## config.mk

```make
export PLATFORM = sky130hd
export DESIGN_NAME = uart_program_loader
export DESIGN_NICKNAME = d
export VERILOG_FILES = /design/src/rtl/uart_program_loader.sv
export SDC_FILE = /design/constraint.sdc
export NUM_CORES = 1
export LEC_CHECK = 0
export ABC_CLOCK_PERIOD_IN_PS = 7760
export CORE_UTILIZATION = 40
export CTS_BUF_LIST = sky130_fd_sc_hd__clkbuf_16
export DETAILED_ROUTE_END_ITERATION = 7
export DONT_BUFFER_PORTS = 1
export MAX_ROUTING_LAYER = met4
export PLACE_DENSITY = 0.66
export SKIP_LAST_GASP = 1
export SYNTH_ARGS = -nofsm -noshare
export SYNTH_HDL_FRONTEND = slang
export SYNTH_SLANG_ARGS = --single-unit
export TNS_END_PERCENT = 50
```

## constraint.sdc

```tcl
create_clock -name clk -period 7.76 [get_ports clk]
set_clock_uncertainty 0.05 [all_clocks]
set_input_delay 1.552 -clock clk [delete_from_list [all_inputs] [get_ports clk]]
set_output_delay 1.552 -clock clk [all_outputs]
set_load 0.01 [all_outputs]
```

## src/rtl/uart_program_loader.sv

```systemverilog
// UART program loader: receives a big-endian word count followed by that many
// 32-bit words over 8N1 serial and writes them into instruction memory from address 0.
module uart_program_loader #(
  parameter int CLK_PER_BIT = 868,
  parameter int ADDR_W      = 10
) (
  input  logic              clk,
  input  logic              rstn,
  input  logic              rxd,
  output logic              we,
  output logic [ADDR_W-1:0] waddr,
  output logic [31:0]       wdata,
  output logic              busy,
  output logic              load_done,
  output logic              err
);

  localparam int CNT_W = $clog2(CLK_PER_BIT);
  localparam logic [CNT_W-1:0] BIT_LAST  = CNT_W'(CLK_PER_BIT - 1);
  localparam logic [CNT_W-1:0] HALF_LAST = CNT_W'(CLK_PER_BIT / 2 - 1);
  localparam logic [CNT_W-1:0] CNT_ZERO  = {CNT_W{1'b0}};
  localparam logic [CNT_W-1:0] CNT_ONE   = {{(CNT_W-1){1'b0}}, 1'b1};
  localparam logic [32:0]      MAX_N     = 33'd1 << ADDR_W;

  localparam logic [1:0] RX_IDLE  = 2'd0;
  localparam logic [1:0] RX_START = 2'd1;
  localparam logic [1:0] RX_DATA  = 2'd2;
  localparam logic [1:0] RX_STOP  = 2'd3;

  localparam logic [1:0] LD_HDR  = 2'd0;
  localparam logic [1:0] LD_DATA = 2'd1;
  localparam logic [1:0] LD_DONE = 2'd2;
  localparam logic [1:0] LD_ERR  = 2'd3;

  logic              sync_meta_r;
  logic              rxs_r;
  logic [1:0]        rx_state_r;
  logic [CNT_W-1:0]  cnt_r;
  logic [2:0]        bit_idx_r;
  logic [7:0]        shift_r;
  logic [7:0]        rx_byte_r;
  logic              byte_valid_r;
  logic              frame_err_r;

  logic [1:0]        ld_state_r;
  logic [1:0]        byte_idx_r;
  logic [31:0]       n_r;
  logic [31:0]       idx_r;
  logic [31:0]       asm_r;
  logic              we_r;
  logic [ADDR_W-1:0] waddr_r;
  logic [31:0]       wdata_r;
  logic              busy_r;
  logic              load_done_r;
  logic              err_r;

  logic [31:0]       hdr_next_s;
  logic [31:0]       word_next_s;

  assign hdr_next_s  = {n_r[23:0], rx_byte_r};
  assign word_next_s = {asm_r[23:0], rx_byte_r};

  assign we        = we_r;
  assign waddr     = waddr_r;
  assign wdata     = wdata_r;
  assign busy      = busy_r;
  assign load_done = load_done_r;
  assign err       = err_r;

  // Two-flop synchroniser for the asynchronous receive line
  always_ff @(posedge clk) begin
    if (!rstn) begin
      sync_meta_r <= 1'b1;
      rxs_r       <= 1'b1;
    end else begin
      sync_meta_r <= rxd;
      rxs_r       <= sync_meta_r;
    end
  end

  // Byte receiver: mid-bit sampling, LSB first, stop bit checked for framing
  always_ff @(posedge clk) begin
    if (!rstn) begin
      rx_state_r   <= RX_IDLE;
      cnt_r        <= CNT_ZERO;
      bit_idx_r    <= 3'd0;
      shift_r      <= 8'd0;
      rx_byte_r    <= 8'd0;
      byte_valid_r <= 1'b0;
      frame_err_r  <= 1'b0;
    end else begin
      byte_valid_r <= 1'b0;
      frame_err_r  <= 1'b0;
      case (rx_state_r)
        RX_IDLE: begin
          cnt_r <= CNT_ZERO;
          if (!rxs_r) begin
            rx_state_r <= RX_START;
          end
        end
        RX_START: begin
          if (cnt_r == HALF_LAST) begin
            cnt_r      <= CNT_ZERO;
            bit_idx_r  <= 3'd0;
            rx_state_r <= rxs_r ? RX_IDLE : RX_DATA;
          end else begin
            cnt_r <= cnt_r + CNT_ONE;
          end
        end
        RX_DATA: begin
          if (cnt_r == BIT_LAST) begin
            cnt_r   <= CNT_ZERO;
            shift_r <= {rxs_r, shift_r[7:1]};
            if (bit_idx_r == 3'd7) begin
              rx_state_r <= RX_STOP;
            end else begin
              bit_idx_r <= bit_idx_r + 3'd1;
            end
          end else begin
            cnt_r <= cnt_r + CNT_ONE;
          end
        end
        RX_STOP: begin
          if (cnt_r == BIT_LAST) begin
            cnt_r      <= CNT_ZERO;
            rx_state_r <= RX_IDLE;
            if (rxs_r) begin
              rx_byte_r    <= shift_r;
              byte_valid_r <= 1'b1;
            end else begin
              frame_err_r <= 1'b1;
            end
          end else begin
            cnt_r <= cnt_r + CNT_ONE;
          end
        end
        default: begin
          rx_state_r <= RX_IDLE;
          cnt_r      <= CNT_ZERO;
        end
      endcase
    end
  end

  // Loader: header collection, word assembly, memory writes and sticky status
  always_ff @(posedge clk) begin
    if (!rstn) begin
      ld_state_r  <= LD_HDR;
      byte_idx_r  <= 2'd0;
      n_r         <= 32'd0;
      idx_r       <= 32'd0;
      asm_r       <= 32'd0;
      we_r        <= 1'b0;
      waddr_r     <= {ADDR_W{1'b0}};
      wdata_r     <= 32'd0;
      busy_r      <= 1'b0;
      load_done_r <= 1'b0;
      err_r       <= 1'b0;
    end else begin
      we_r <= 1'b0;
      case (ld_state_r)
        LD_HDR: begin
          if (frame_err_r) begin
            ld_state_r <= LD_ERR;
          end else if (byte_valid_r) begin
            busy_r     <= 1'b1;
            n_r        <= hdr_next_s;
            byte_idx_r <= byte_idx_r + 2'd1;
            if (byte_idx_r == 2'd3) begin
              idx_r <= 32'd0;
              // Compare in 33 bits so a full 32-bit count cannot alias the limit
              if ({1'b0, hdr_next_s} > MAX_N) begin
                ld_state_r <= LD_ERR;
              end else if (hdr_next_s == 32'd0) begin
                ld_state_r <= LD_DONE;
              end else begin
                ld_state_r <= LD_DATA;
              end
            end
          end
        end
        LD_DATA: begin
          if (frame_err_r) begin
            ld_state_r <= LD_ERR;
          end else if (byte_valid_r) begin
            asm_r      <= word_next_s;
            byte_idx_r <= byte_idx_r + 2'd1;
            if (byte_idx_r == 2'd3) begin
              we_r    <= 1'b1;
              wdata_r <= word_next_s;
              waddr_r <= idx_r[ADDR_W-1:0];
              idx_r   <= idx_r + 32'd1;
              if (idx_r == n_r - 32'd1) begin
                ld_state_r <= LD_DONE;
              end
            end
          end
        end
        LD_DONE: begin
          load_done_r <= 1'b1;
          busy_r      <= 1'b0;
        end
        LD_ERR: begin
          err_r  <= 1'b1;
          busy_r <= 1'b0;
        end
        default: begin
          ld_state_r <= LD_ERR;
        end
      endcase
    end
  end

endmodule
```

### Word-level counts from Yosys, hierarchy flattened

Index checks and enable logic that the tools add are counted.

* register bits after elaboration: 173
* word-level logic and storage cells: 117

* $add $sub $neg: 5
* $lt $le $gt $ge: 1
* eq/ne operators: 28
* multiplexer cells: 37
* bitwise operators: 4
* reduce and logical (&&, ||, !) cells: 22

Operators by type and width (count)
* two-way mux 32 bit: 6
* case mux 32 bit (2 select lines): 1
* adder 32 x 1 -> 32 bit (second input constant): 1
* equality test 32 bit: 1
* > comparator 32 x 11 -> 1 bit (second input constant): 1
* zero test 32 bit: 1
* subtractor 32 x 1 -> 32 bit (second input constant): 1
* two-way mux 2 bit: 15
* case mux 10 bit (3 select lines): 1
* != test 2 bit (second input constant): 12
* two-way mux 10 bit: 2
* AND reduction 3 bit: 6
* != test 3 bit (second input constant): 5
* adder 10 x 1 -> 10 bit (second input constant): 1
* equality test 10 bit (second input constant): 1
* equality test 10 x 9 -> 1 bit (second input constant): 1
* equality test 2 bit (second input constant): 5
* two-way mux 3 bit: 3
* case mux 2 bit (4 select lines): 1
* AND reduction 4 bit: 2
* AND reduction 7 bit: 1
* case mux 3 bit (2 select lines): 1
* AND reduction 6 bit: 1
* nonzero test 2 bit: 3
* 13 further kinds: 24

### Depth between registers and ports, before layout

* depth after elaboration: 7
* mapped depth: 10
* gate-level depth less buffers: 9

### Least setup slack after synthesis

No wires, ideal clock.

* kind: register to register
* from: register n_r[0]
* to: register ld_state_r[0]
* setup time: 0.119 ns
* arrival: 2.408 ns
* data required time: 7.591 ns
* setup slack: 5.184 ns
* stages on the path, launching flop included: 10
* buffers on the path: 0
* clock period less this slack: 2.576 ns
* path through: dfxtp_1 > inv_1 > ha_1 > or4b_4 > nor3_4 > nand2_1 > mux2_1 > nor4_2 > nand4_1 > o221a_1

* longest elaborated chain between the ends: 7
* elaborated cells between the ends (all ways): 12

Ends and longest elaborated chain
* start: declaration: line 47 `logic [31:0] n_r;`
* start signal: assignment: line 167 `n_r <= hdr_next_s;`
* branches (longest 7 deep; another with subtractor 32 x 1 -> 32 bit)
* end signal: assignment: line 164 `ld_state_r <= LD_ERR;`
* end signal: assignment: line 173 `ld_state_r <= LD_ERR;`
* end signal: assignment: line 175 `ld_state_r <= LD_DONE;`
* end: declaration: line 45 `logic [1:0] ld_state_r;`

Parallel ways; which one is timed is not known. The select of a mux whose other input is x is not followed.
A chain may end at the register's enable or synchronous reset.

### Worst setup path in the final report

Same ends and word-level chain as after synthesis.

==> summary.txt <==
Run status
  • Run status: completed

Logic synthesis
  • Most frequent cell after synthesis: nand2_1
  • Post-synth EDFFs: 0
  • Avg Inst Size Synth: 8.334 µm²
  • Cell area after synthesis: 8075 µm²
  • Number of distinct standard cells referenced by the synthesized netlist: 62
  • #FFs+latches synth: 173
  • Synth top cells by count: nand2_1, dfxtp_1, a21boi_0
  • Synth area leader: dfxtp_1
  • Fraction of synthesized cell area taken by the top area cell type: 0.4289
  • Yosys warnings: 0
  • Main synth FF type: dfxtp_1
  • Main area contributors after synthesis: dfxtp_1, nand2_1, a21boi_0
  • Nets in the synthesized netlist: 979
  • Proportion of synthesized flip-flops having asynchronous set or reset: 0
  • Gate count of the mapped netlist: 969
  • Share of the yosys chip area belonging to registers: 0.4289

Global route
  • Initial antenna violation count: 0
  • First-pass GRT wire length: around 30 mm
  • Total gr overflow: 0
  • GRT Resource Usage Total: 0.1850
  • Maximum number of pins on one net before global-route repair: 135
  • Vias in the first global route: 5710

CTS
  • Cts bufs inserted: 17
  • Number of buffers added for setup after CTS: 0
  • Clock network latency to the later pin of the worst-skew pair: 0.43 ns
  • Clock tree from TritonCTS: yes
  • Hold-fix buffer count after cts: 0
  • Clock-pin slew reported for the worst setup and hold paths after clock tree synthesis: around 0.070 ns
  • Number of H-tree levels: 4
  • Maximum root-to-sink buffer count: 2
  • Clock Tree Root: clkbuf_16
  • TritonCTS sink count: around 170
  • Count of instances resized after the clock tree is built: 0

Die
  • Die H: 144.1 µm
  • Die Outline Area: 20760 µm²
  • Cell Rows: about 50
  • Core area: 19650 µm²
  • Number of placed I/O pins: 49
  • Chip width: 144.1 µm
  • Starting density of the core: 0.4109

Timing
  • Final hold viol count: 0
  • Worst Tran Pin Value: ~1.2 ns
  • Final number of max-transition violations: 0
  • Normalized max-slew margin: 0.2015
  • Post-route minimum period: between 2 and 3 ns
  • Summed negative setup slack over all endpoints: 0 ns
  • RSZ-0062 raised after global routing: no
  • Crit share post-route: 0.3711
  • Max Freq: between 300 and 400 MHz
  • Endpoints failing setup: 0
  • Final WS setup: 4.880 ns

Place
  • Worst setup slack after placement: between 4 and 5 ns
  • IO Port Bufs: 0
  • DP Wirelength: 12.08 mm
  • Final estimated routing congestion in global placement: about 0.94

Flow run
  • Number of maximum-capacitance violations: 0

Worst setup path
  • Critical register-to-register path endpoint: ld_state_r[0]
  • Maximum fanout encountered on the critical timing path: 6
  • Number of buffers and inverters on the critical path: 1
  • Cells along the critical path: inv_1, ha_1, or4b_4, nor4_2, nand4_1, xnor2_1, nor4_1, nand4_1, o221a_1
  • Worst-case reg-to-reg path depth: 9
  • Minimum setup slack among reg-to-reg paths: slightly below 5 ns
  • Data required time of the worst path: 8.03 ns
  • Type of origin of the critical path: register
  • Kind of capture point of the worst setup path: register
  • Most repeated library cell on the critical path: nand4_1
  • CP Data Arrival Time: 3.15 ns
  • CP Class: register to register
  • Cell class contributing the biggest share of worst-path delay: simple AND/OR/NAND/NOR gates
  • Beginning of the worst register-to-register path: n_r[0]
  • Number of stages on the worst setup path: 9
  • Critical path's slowest cell: or4b_4
  • Largest stage delay on the critical path: around 0.55 ns

Worst hold path
  • Hold Path Origin: sync_meta_r
  • Number of cells on the worst hold path: 1
  • Hold Path Class: register to register
  • Hold-critical path endpoint: rxs_r

Power
  • Leakage Power: 3.005 nW
  • Maximum VDD drop: between 0.1 and 0.15 mV
  • Total design power: around 0.0017 W
  • Power density over cell area: 196.2 nW/µm²

Route
  • Number of nets with antenna violations after routing: 0
  • DRT iter0 DRCs: 421
  • Overall routed net length: 17.74 mm
  • Router iterations before antenna repair: 5
  • Drt via density: 5.167
  • Wire per inst: 14.63 µm
  • Total via count in the routed design: approximately 6.3k
  • DRC: 0

Final layout
  • Number of fill cells in the layout: between 1.5k and 2k
  • Layout-stage area growth over the synthesis result: 8.723%
  • Diode insertion count for antenna repair: 0
  • Final #Nets: roughly 940
  • Fraction of final layout cells with drive strength greater than 1: 0.05702
## routing by layer
layer | vias to the layer above | track usage | wire length [µm]
li1 | 3222 | - | -
met5 | - | - | 0
met2 | 78 | 0.2708 | 7807
met4 | 0 | 0.05431 | 205
met3 | 12 | 0.03675 | 598
met1 | 2951 | 0.2553 | 9125
## report_power, final
part / leakage [nW] / internal (W) / switching (W)
registers: 1.39 / 0.000888 / 0.00000116
clock network: 0.282 / 0.000426 / 0.000396
logic: 1.33 / 0.00000835 / 0.00000301
## area by class of cell
type / instances / area, µm² / area share
Multi-Input combinational cell: 727 / 4340 / 0.4944
Sequential cell: 173 / 3463 / 0.3945
Clock buffer: 17 / 425.4 / 0.04845
Tap cell: 265 / 331.6 / 0.03777
Clock inverter: 15 / 143.9 / 0.01639
Timing Repair Buffer: 5 / 37.54 / 0.004275
Inverter: 10 / 37.54 / 0.004275
## cell families (layout without fill, tap and decap cells)
logic type,count (synthesis),after routing,synth area share
multiplexers,13,13,0.01627
XOR/XNOR,76,76,0.08243
adder cells (fa/ha/maj),7,7,0.01085
AND/OR/NAND/NOR,464,464,0.2780
AO/OA/AOI/OAI,167,167,0.1489
buffers and inverters,69,47,0.03471
flip-flops,173,173,0.4289
## sequential cells by signal, summed over array words and instances, names as in the netlist, 2 cells and up, named ones only
signal / count
idx_r: 32
n_r: 32
wdata: 32
asm_r: 24
cnt_r: 10
waddr: 10
rx_byte_r: 8
shift_r: 8
bit_idx_r: 3
byte_idx_r: 2
ld_state_r: 2
## worst max-delay path by stage
stage	from	to	slack (ns)
6_report	n_r[0]	ld_state_r[0]	4.88
5_1_grt	n_r[0]	ld_state_r[0]	4.58
4_1_cts	n_r[0]	ld_state_r[0]	4.87
3_5_place_dp	n_r[0]	ld_state_r[0]	4.87
3_3_place_gp	n_r[0]	ld_state_r[0]	4.96
2_1_floorplan	n_r[0]	ld_state_r[0]	5.18
## cells in the final DEF (no fill, tap or decap), drive strengths merged, types with 5 or more instances in the layout
cell type and count:
or4 9, nor3b 6, ha 7, and3 12
nand4 19, buf 5, nand2 240, clkinv 5
nor4 15, nand3 31, inv 19, mux2i 12
xnor2 36, a31oi 5, dfxtp 173, nor3 19
nor2 62, a21boi 113, nor2b 14, a21oi 13
o21ai 13, or3 14, clkbuf 17, xor2 40
## stage by stage
| stage | hold WS [ns] | instances | util | instance area (µm²) |
|---|---|---|---|---|
| floorplan | 0.3363 | 969 | - | 8075 |
| detailed placement | 0.3424 | 1180 | 0.4177 | 8210 |
| finish | 0.3583 | 1212 | 0.4467 | 8780 |
| CTS | 0.3587 | 1212 | 0.4467 | 8780 |
| global placement | 0.3455 | 1180 | 0.4177 | 8210 |
| global route | 0.4170 | 1212 | 0.4467 | 8780 |
## worst register-to-register path, stage by stage, from the launching register on
cell	delay (ns)
dfxtp_1	0.35
inv_1	0.12
ha_1	0.27
or4b_4	0.55
nor4_2	0.45
nand4_1	0.18
xnor2_1	0.16
nor4_1	0.24
nand4_1	0.18
o221a_1	0.23
(Power assumes the default switching activity.)
